$ cat config.mk
export PLATFORM = sky130hd
export DESIGN_NAME = cpu_boot_ctrl
export DESIGN_NICKNAME = d
export VERILOG_FILES = /design/src/rtl/cpu_boot_ctrl.sv
export SDC_FILE = /design/constraint.sdc
export NUM_CORES = 1
export LEC_CHECK = 0
export ABC_CLOCK_PERIOD_IN_PS = 4100
export BUFFER_PORTS_ARGS = -buffer_cell sky130_fd_sc_hd__clkbuf_2
export CAP_MARGIN = 20
export CORE_UTILIZATION = 54
export DETAILED_ROUTE_END_ITERATION = 8
export PLACE_DENSITY = 0.91
export SYNTH_ARGS = -nofsm -noshare
export SYNTH_HDL_FRONTEND = slang
export SYNTH_SLANG_ARGS = --single-unit
$ cat constraint.sdc
create_clock -name clock -period 4.1 [get_ports clock]
set_input_delay 0.41 -clock clock [delete_from_list [all_inputs] [get_ports clock]]
set_output_delay 0.41 -clock clock [all_outputs]
set_load 0.05 [all_outputs]
$ cat src/rtl/cpu_boot_ctrl.sv
// Boot sequencer: loads a program image into imem, releases the core from reset,
// then watches its PC for a self-loop halt or a run-cycle timeout.
module cpu_boot_ctrl #(
    parameter int unsigned ADDR_W      = 10,
    parameter int unsigned RST_HOLD    = 4,
    parameter int unsigned STALL_LIMIT = 8,
    parameter int unsigned MAX_CYCLES  = 100000
) (
    input  logic              clock,
    input  logic              reset_n,
    input  logic              start,
    input  logic [ADDR_W:0]   load_len,
    input  logic              ld_valid,
    input  logic [31:0]       ld_data,
    output logic              ld_ready,
    output logic              imem_we,
    output logic [ADDR_W-1:0] imem_addr,
    output logic [31:0]       imem_wdata,
    input  logic [31:0]       core_pc,
    output logic              core_rst_n,
    output logic              busy,
    output logic              done,
    output logic              timeout,
    output logic [31:0]       halted_pc,
    output logic [31:0]       cycle_cnt
);

    localparam int unsigned LEN_W  = ADDR_W + 1;
    localparam int unsigned DEPTH  = 1 << ADDR_W;
    localparam int unsigned HOLD_W = $clog2(RST_HOLD + 1);
    localparam int unsigned SAME_W = $clog2(STALL_LIMIT + 1);

    typedef enum logic [2:0] {
        S_IDLE,
        S_LOAD,
        S_HOLD,
        S_RUN,
        S_DONE
    } state_t;

    state_t              state_q, state_d;
    logic [LEN_W-1:0]    len_q, len_d;
    logic [LEN_W-1:0]    wc_q, wc_d;
    logic [HOLD_W-1:0]   hold_q, hold_d;
    logic [SAME_W-1:0]   same_q, same_d;
    logic [31:0]         prev_pc_q, prev_pc_d;
    logic                run_first_q, run_first_d;
    logic [31:0]         cycle_cnt_q, cycle_cnt_d;
    logic                timeout_q, timeout_d;
    logic [31:0]         halted_pc_q, halted_pc_d;
    logic                ld_ready_q, ld_ready_d;
    logic                core_rst_n_q, core_rst_n_d;
    logic                busy_q, busy_d;
    logic                done_q, done_d;

    logic                accept;
    logic [LEN_W-1:0]    len_c;
    logic [31:0]         cycle_inc;
    logic [SAME_W-1:0]   same_inc;

    // Next-state, counter updates and the zero-latency imem write path.
    always_comb begin
        state_d      = state_q;
        len_d        = len_q;
        wc_d         = wc_q;
        hold_d       = hold_q;
        same_d       = same_q;
        prev_pc_d    = prev_pc_q;
        run_first_d  = run_first_q;
        cycle_cnt_d  = cycle_cnt_q;
        timeout_d    = timeout_q;
        halted_pc_d  = halted_pc_q;

        accept       = ld_valid & ld_ready_q;
        imem_we      = accept;
        imem_addr    = wc_q[ADDR_W-1:0];
        imem_wdata   = ld_data;

        len_c        = (load_len > LEN_W'(DEPTH)) ? LEN_W'(DEPTH) : load_len;
        cycle_inc    = (cycle_cnt_q == 32'hFFFF_FFFF) ? cycle_cnt_q : cycle_cnt_q + 32'd1;
        // The first RUN cycle always counts as a PC change.
        same_inc     = (run_first_q || (core_pc != prev_pc_q)) ? SAME_W'(0) : same_q + SAME_W'(1);

        unique case (state_q)
            S_IDLE, S_DONE: begin
                if (start) begin
                    len_d       = len_c;
                    wc_d        = LEN_W'(0);
                    hold_d      = HOLD_W'(0);
                    cycle_cnt_d = 32'd0;
                    timeout_d   = 1'b0;
                    halted_pc_d = 32'd0;
                    state_d     = (len_c == LEN_W'(0)) ? S_HOLD : S_LOAD;
                end
            end
            S_LOAD: begin
                if (accept) begin
                    wc_d = wc_q + LEN_W'(1);
                    if (wc_q == len_q - LEN_W'(1)) begin
                        state_d = S_HOLD;
                        hold_d  = HOLD_W'(0);
                    end
                end
            end
            S_HOLD: begin
                hold_d = hold_q + HOLD_W'(1);
                if (hold_q == HOLD_W'(RST_HOLD - 1)) begin
                    state_d     = S_RUN;
                    run_first_d = 1'b1;
                    same_d      = SAME_W'(0);
                end
            end
            S_RUN: begin
                run_first_d = 1'b0;
                prev_pc_d   = core_pc;
                same_d      = same_inc;
                cycle_cnt_d = cycle_inc;
                // Halt takes priority over a coincident timeout.
                if (same_inc == SAME_W'(STALL_LIMIT - 1)) begin
                    state_d     = S_DONE;
                    halted_pc_d = core_pc;
                end else if (cycle_inc == 32'(MAX_CYCLES)) begin
                    state_d     = S_DONE;
                    timeout_d   = 1'b1;
                    halted_pc_d = core_pc;
                end
            end
            default: state_d = S_IDLE;
        endcase

        ld_ready_d   = (state_d == S_LOAD);
        core_rst_n_d = (state_d == S_RUN);
        busy_d       = (state_d == S_LOAD) || (state_d == S_HOLD) || (state_d == S_RUN);
        done_d       = (state_d == S_DONE);
    end

    // State and output registers.
    always_ff @(posedge clock or negedge reset_n) begin
        if (!reset_n) begin
            state_q      <= S_IDLE;
            len_q        <= '0;
            wc_q         <= '0;
            hold_q       <= '0;
            same_q       <= '0;
            prev_pc_q    <= '0;
            run_first_q  <= 1'b0;
            cycle_cnt_q  <= '0;
            timeout_q    <= 1'b0;
            halted_pc_q  <= '0;
            ld_ready_q   <= 1'b0;
            core_rst_n_q <= 1'b0;
            busy_q       <= 1'b0;
            done_q       <= 1'b0;
        end else begin
            state_q      <= state_d;
            len_q        <= len_d;
            wc_q         <= wc_d;
            hold_q       <= hold_d;
            same_q       <= same_d;
            prev_pc_q    <= prev_pc_d;
            run_first_q  <= run_first_d;
            cycle_cnt_q  <= cycle_cnt_d;
            timeout_q    <= timeout_d;
            halted_pc_q  <= halted_pc_d;
            ld_ready_q   <= ld_ready_d;
            core_rst_n_q <= core_rst_n_d;
            busy_q       <= busy_d;
            done_q       <= done_d;
        end
    end

    assign ld_ready   = ld_ready_q;
    assign core_rst_n = core_rst_n_q;
    assign busy       = busy_q;
    assign done       = done_q;
    assign timeout    = timeout_q;
    assign halted_pc  = halted_pc_q;
    assign cycle_cnt  = cycle_cnt_q;

endmodule

==> results.toml, run 1 <==
[placed_design]
dpl.hpwl_mm = 12.5
place.port_buffers = 126
routabilityCongestion = 0.973

[sta]
period_minus_slack_ns = 3.82
grt_setup_unrepaired = "false"
fmax_ghz = 0.262
setup_tns_ns = 0
setup_viol = 0
fin_crit_sh_pct = 93.1
slew_viol_final = 0
finClkSkew_ns = 0.00670
finalHoldViolations = 0
tightest_slew_ns = 0.945
max-slew-margin-rel_pct = 36.8

[critical_path]
cpLargestDelayFamily = "simple AND/OR/NAND/NOR gates"
slowest_delay_ns = 0.60
slowest_stage = "or4_4"
rr_startpoint = "cycle_cnt[13]$_DFFE_PN0P_"
critPathCaptureType = "register"
crit_path_start_kind = "register"
cp_num_buf_inv = 1
reg2reg_setup_slack_ns = 0.28
reg2reg_to = "halted_pc[27]$_DFFE_PN0P_"
cp.required_ns = 4.37
crit_chain = "nand4_2 -> or4_4 -> or4_1 -> xor2_1 -> o21ai_0 -> a2111oi_0 -> and4_1 -> o21ai_4 -> buf_4 -> mux2i_1"
worstPathArrival_ns = 4.09
reg2reg_depth = 10
worstPathMaxFanout = 34
path_class = "register to register"

[clock_tree]
clock-sinks = 134
post_cts_buffers = 0
cts_inserted_buffers = 17
clockBufferDepth = 2
clock_latency_ns = 0.42
root_buffer = "clkbuf_16"
cts_tree = "yes"
path_clk_slew_ns = 0.06
htree_levels = 4

[die]
fp.dieH_microns = 120
design.die.area_sq_um = 14500
die_w_microns = 120
num_rows = 42
core-area_sq_um = 13500
initial_core_util_pct = 56.3
io_pins = 191

[pwr]
power.total_mw = 3.20
clkPwrFrac_pct = 54.3
cellPowerDensity_nw_per_um2 = 369
internal_power_mw = 2.56
p_seq_share_pct = 42.2
comb_power_share_pct = 3.5
swShare_pct = 20.2
ir_worst_vdd_uv = 339
p_switching_mw = 0.646
leakage_nw = 4.19

[min_path]
min_to = "len_q[6]$_DFFE_PN0P_"
hp-start = "load_len[6]"
min_path_type = "primary input to register"
worstHoldPathCells = 2

[global_route]
antenna_found_initial = 0
grt_pass1_vias = 6217
grt-ovfl-total = 0
grt_max_degree = 114
grt_pass1_wl_mm = 30.6
grt_usage_pct = 26.7

[synthesis]
yosys.area.top_type = "dfrtp_1"
synth_seq_cells = 134
syn_nets = 930
ys_top_cells_by_area = "dfrtp_1 44%, nand2_1 6.5%, o21ai_0 5.5%"
synth_edf_count = 0
syn_area_per_cell_sq_um = 8.97
synth.distinct_cells = 58
synth_ff_type = "dfrtp_1"
async_reset_ff_share_pct = 100
synth_warnings = 0
syn_inst = 845
yosysSeqAreaShare_pct = 44.3
syn_area_sq_um = 7580
synth.top_cell.area_share_pct = 44.3

[routing]
drcViolationCount = 0
wirelength_mm = 18.5
vias = 6460
viasPerCell = 5.87
dr.pass1.iters = 6
wire_per_inst_microns = 16.8
drt_iter0_drc = 786
antenna_left = 0

[layout]
drive_gt1_share_pct = 19.7
diodes = 0
fillerInstances = 1086
syn_to_final_growth_pct = 14.7
fin_nets = 997

[status]
status = "finished, final reports clean"

[run]
maxCapViolations = 0
[what timing repair did]
item                      in CTS  in global routing
hold endpoints to repair       0                 12
gates resized for setup        0                  0
hold buffers                   0                  1
[cell usage after synthesis (8+ instances only)]
cell	n
dfrtp_1	134
nand2_1	131
o21ai_0	84
nor2_1	45
buf_4	42
inv_1	40
nand3_1	37
xor2_1	37
mux2i_1	35
clkbuf_1	33
xnor2_1	29
nand4_1	26
a21oi_1	21
nor4_1	16
a31oi_1	14
nor3_1	12
nand3b_1	10
and4_1	9
a22o_1	8
[worst reg2reg max path, cell delays in order (launching register included)]
cell       delay, ns
dfrtp_1         0.51
nand4_2         0.29
or4_4           0.60
or4_1           0.49
xor2_1          0.14
o21ai_0         0.10
a2111oi_0       0.58
and4_1          0.37
o21ai_4         0.06
buf_4           0.32
mux2i_1         0.22
[per-layer routing]
metal	vias to the layer above	global-route usage, %	wire length [microns]
li1	3025	-	-
met2	332	42.8	8870
met1	3050	34.2	7480
met5	-	0	0
met4	0	9.10	421
met3	53	8.58	1710
[sequential cells by signal (all words and copies together), names as in the netlist]
register,count
wc_q,11
core_rst_n,1
done,1
state_q,3
hold_q,3
busy,1
halted_pc,32
cycle_cnt,32
ld_ready,1
same_q,4
timeout,1
prev_pc_q,32
run_first_q,1
len_q,11
[power by group through the flow]
stage | clock network (mW) | logic (mW) | registers [mW]
after floorplan | 0 | 0.127 | 1.37
after global placement | 0 | 0.107 | 1.37
after detailed placement | 0 | 0.110 | 1.37
after CTS | 1.76 | 0.112 | 1.35
after global routing | 1.83 | 0.129 | 1.35
final | 1.74 | 0.113 | 1.35
[worst max-delay path by stage]
stage | startpoint | endpoint | slack, ns | depth (start not counted)
global route | cycle_cnt[13]$_DFFE_PN0P_ | halted_pc[22]$_DFFE_PN0P_ | 0.04 | 10
floorplan | cycle_cnt[13]$_DFFE_PN0P_ | halted_pc[10]$_DFFE_PN0P_ | 0.63 | 11
global placement | cycle_cnt[10]$_DFFE_PN0P_ | halted_pc[28]$_DFFE_PN0P_ | 0.42 | 10
CTS | cycle_cnt[13]$_DFFE_PN0P_ | halted_pc[27]$_DFFE_PN0P_ | 0.35 | 10
finish | cycle_cnt[13]$_DFFE_PN0P_ | halted_pc[27]$_DFFE_PN0P_ | 0.28 | 10
detailed placement | cycle_cnt[13]$_DFFE_PN0P_ | halted_pc[27]$_DFFE_PN0P_ | 0.35 | 10
[layout by cell type (no fill, tap or decap), types with 2 or more instances in the layout]
| cell | n |
|---|---|
| o31ai_1 | 4 |
| clkbuf_8 | 2 |
| dfrtp_1 | 134 |
| a21oi_1 | 21 |
| nor2b_1 | 2 |
| ha_1 | 6 |
| o21ai_0 | 84 |
| nand3_1 | 37 |
| inv_1 | 40 |
| nor2_1 | 44 |
| bufinv_16 | 6 |
| and2_1 | 6 |
| a31oi_1 | 14 |
| buf_4 | 7 |
| o211ai_1 | 2 |
| or4_1 | 4 |
| clkinv_2 | 2 |
| or3_1 | 4 |
| nand3b_1 | 10 |
| clkinvlp_4 | 2 |
| clkbuf_2 | 125 |
| nand2_1 | 130 |
| or4_4 | 3 |
| nand4_1 | 26 |
| clkbuf_16 | 17 |
| xor2_1 | 37 |
| xnor2_1 | 29 |
| a31o_2 | 2 |
| nor3b_1 | 3 |
| and3_1 | 7 |
| and4_1 | 9 |
| a32o_1 | 2 |
| mux2i_1 | 35 |
| nor3_1 | 12 |
| nor4_1 | 16 |
| a22o_1 | 8 |
| nand2b_1 | 2 |
[metrics by stage]
stage	util, %	cells	setup WS (ns)	hold WS [ns]	instance area (sq um)
global placement	59.3	1067	0.423	0.467	7970
finish	64.6	1101	0.281	0.241	8690
global route	64.6	1101	0.0396	0.241	8690
CTS	64.3	1099	0.351	0.183	8650
floorplan	-	845	0.634	0.114	7580
detailed placement	59.3	1067	0.347	0.490	7970
[cell type report]
type,count,area (sq um),area share (%)
clock inverters,12,223,2.56
repair buffers,135,727,8.37
well taps,176,220,2.53
flip-flops and latches,134,3350,38.6
multi-input cells,584,3560,41.0
clock buffers,20,457,5.26
inverters,40,150,1.73
[kinds of logic after synthesis]
family	Yosys count	share of synthesized area (%)
AO/OA/AOI/OAI	151	11.9
adder cells (fa/ha/maj)	6	0.991
buffers and inverters	127	8.98
multiplexers	36	4.77
XOR/XNOR	66	7.63
flip-flops	134	44.3
AND/OR/NAND/NOR	325	21.4
(Power assumes the default switching activity.)
==> run 2: changes to the inputs <==
Settings changed: ABC_CLOCK_PERIOD_IN_PS 4100 to 3100, CORE_UTILIZATION 54 to 49, PLACE_DENSITY 0.91 to 0.87.
Clock period 4.1 ns to 3.1 ns, I/O delays scaled along.
==> results.toml, run 2 (synthesized netlist as in run 1, its figures left out) <==
[die]
fp.dieH_microns = 126
design.die.area_sq_um = 16000
initial_core_util_pct = 50.0
io_pins = 191
die_w_microns = 126
num_rows = 45
core-area_sq_um = 15100

[clock_tree]
clock_latency_ns = 0.42
root_buffer = "clkbuf_16"
clockBufferDepth = 2
cts_inserted_buffers = 17
htree_levels = 4
path_clk_slew_ns = 0.06
postCtsHoldBufs = 0
clock-sinks = 134
cts_tree = "yes"

[critical_path]
worstPathMaxFanout = 8
critPathCaptureType = "register"
slowest_stage = "dfrtp_2"
slowest_delay_ns = 0.39
crit_chain = "buf_4 -> nand3_2 -> nor3_1 -> buf_4 -> and2_1 -> and3_1 -> mux2i_1 -> nor4_1 -> and4_4 -> o21ai_4 -> buf_12 -> clkbuf_16 -> mux2i_1"
crit_path_start_kind = "register"
worstPathArrival_ns = 3.42
cp.required_ns = 3.40
path_class = "register to register"

[pwr]
ir_worst_vdd_uv = 378
power.total_mw = 3.93
cellPowerDensity_nw_per_um2 = 421
leakage_nw = 4.45

[routing]
viasPerCell = 5.83
vias = 6810
wire_per_inst_microns = 17.5
dr.pass1.iters = 6
drcViolationCount = 0
wirelength_mm = 20.4
antenna_left = 0
drt_iter0_drc = 447

[layout]
final_common_cell = "nand2_1"
drive_gt1_share_pct = 29.4
fillerInstances = 1201
most-common-layout-cells = "128 x nand2_1, 125 x clkbuf_2, 111 x dfrtp_1"
syn_to_final_growth_pct = 23.1
diodes = 0
fin_nets = 1054
final-seq-area_sq_um = 3380
multi_input_area_sq_um = 3750

[sta]
period_minus_slack_ns = 3.12
fin_ws_ns = -0.0233
finalHoldWorstSlack_ns = -0.0228
max-slew-margin-rel_pct = 41.9
finClkSkew_ns = 0.0108
fin_crit_sh_pct = 101
fmax_ghz = 0.320
grt_setup_unrepaired = "true"
setup_viol = 27
tightest_slew_ns = 0.871
slew_viol_final = 0
finalHoldViolations = 37

[global_route]
grt_max_degree = 94
grt_usage_pct = 26.0
grt-ovfl-total = 0
antenna_found_initial = 0
grt_pass1_vias = 6728
grt_pass1_wl_mm = 33.0

[status]
violations = "hold timing, setup timing"
status = "finished, violations left"

[placed_design]
place.port_buffers = 126
post-place-ws_ns = -0.00444
routabilityCongestion = 0.971
dpl.hpwl_mm = 13.9

[min_path]
min_path_type = "primary input to asynchronous set/reset pin"

[run]
maxCapViolations = 0
## run 2: report_power, final
| part | total, mW | internal [mW] | switching (mW) |
|---|---|---|---|
| combinational | 0.153 | 0.0601 | 0.0927 |
| clock | 1.99 | 1.22 | 0.768 |
| sequential | 1.79 | 1.77 | 0.0158 |
## run 2: layout make-up
type | instances | share of cell area (%)
Clock buffer | 20 | 4.90
Clock inverter | 11 | 1.36
Inverter | 40 | 1.61
Multi-Input combinational cell | 584 | 40.2
Sequential cell | 134 | 36.3
Tap cell | 188 | 2.52
Timing Repair Buffer | 192 | 13.1
## run 2: worst max-delay path, delay by kind of cell, from the launching register on
family | cells | cell delay [ns]
buffers and inverters | 4 | 0.66
DFF | 1 | 0.39
and+or+nand+nor | 6 | 1.62
muxes | 2 | 0.27
AOI/OAI and AO/OA | 1 | 0.07
## run 2: metrics by stage
| stage | util (%) | instances | TNS, ns | hold slack [ns] | instance area [sq um] |
|---|---|---|---|---|---|
| 6_report | 61.6 | 1169 | -0.317 | -0.0228 | 9320 |
| 5_1_grt | 61.6 | 1169 | -2.78 | 0.0619 | 9320 |
| 4_1_cts | 59.3 | 1151 | 0 | 0.0191 | 8970 |
| 3_5_place_dp | 55.4 | 1120 | -0.00444 | 0.465 | 8390 |
| 3_3_place_gp | 55.4 | 1120 | 0 | 0.451 | 8390 |
| 2_1_floorplan | - | 845 | 0 | 0.0144 | 7660 |
## run 2: path summary, 6_finish.rpt
check | from | endpoint | slack (ns) | cells after the start
hold reg to reg | prev_pc_q[30]$_DFFE_PN0P_ | prev_pc_q[30]$_DFFE_PN0P_ | 0.50 | 2
max in group asynchronous | reset_n | halted_pc[11]$_DFFE_PN0P_ | 2.37 | 2
setup / recovery | cycle_cnt[1]$_DFFE_PN0P_ | halted_pc[2]$_DFFE_PN0P_ | -0.02 | 13
hold / removal | reset_n | len_q[10]$_DFFE_PN0P_ | -0.02 | 1
min in group clock | load_len[7] | len_q[7]$_DFFE_PN0P_ | 0.13 | 2
setup reg to reg | cycle_cnt[1]$_DFFE_PN0P_ | halted_pc[2]$_DFFE_PN0P_ | -0.02 | 13
## run 2: layer usage
layer  up-vias  share of wire (%)  global-route usage [%]
met2       329                 49                    44.3
met5         -                  0                       0
met3        57                7.9                    6.50
li1       3142                  -                       -
met1      3282                 40                    31.7
met4         0                2.5                    10.5
## run 2: timing repair
action,CTS,global route
setup endpoints to repair,10,37
pin swaps,1,13
setup buffers,0,16
cloned,0,2
gates resized for setup,1,35
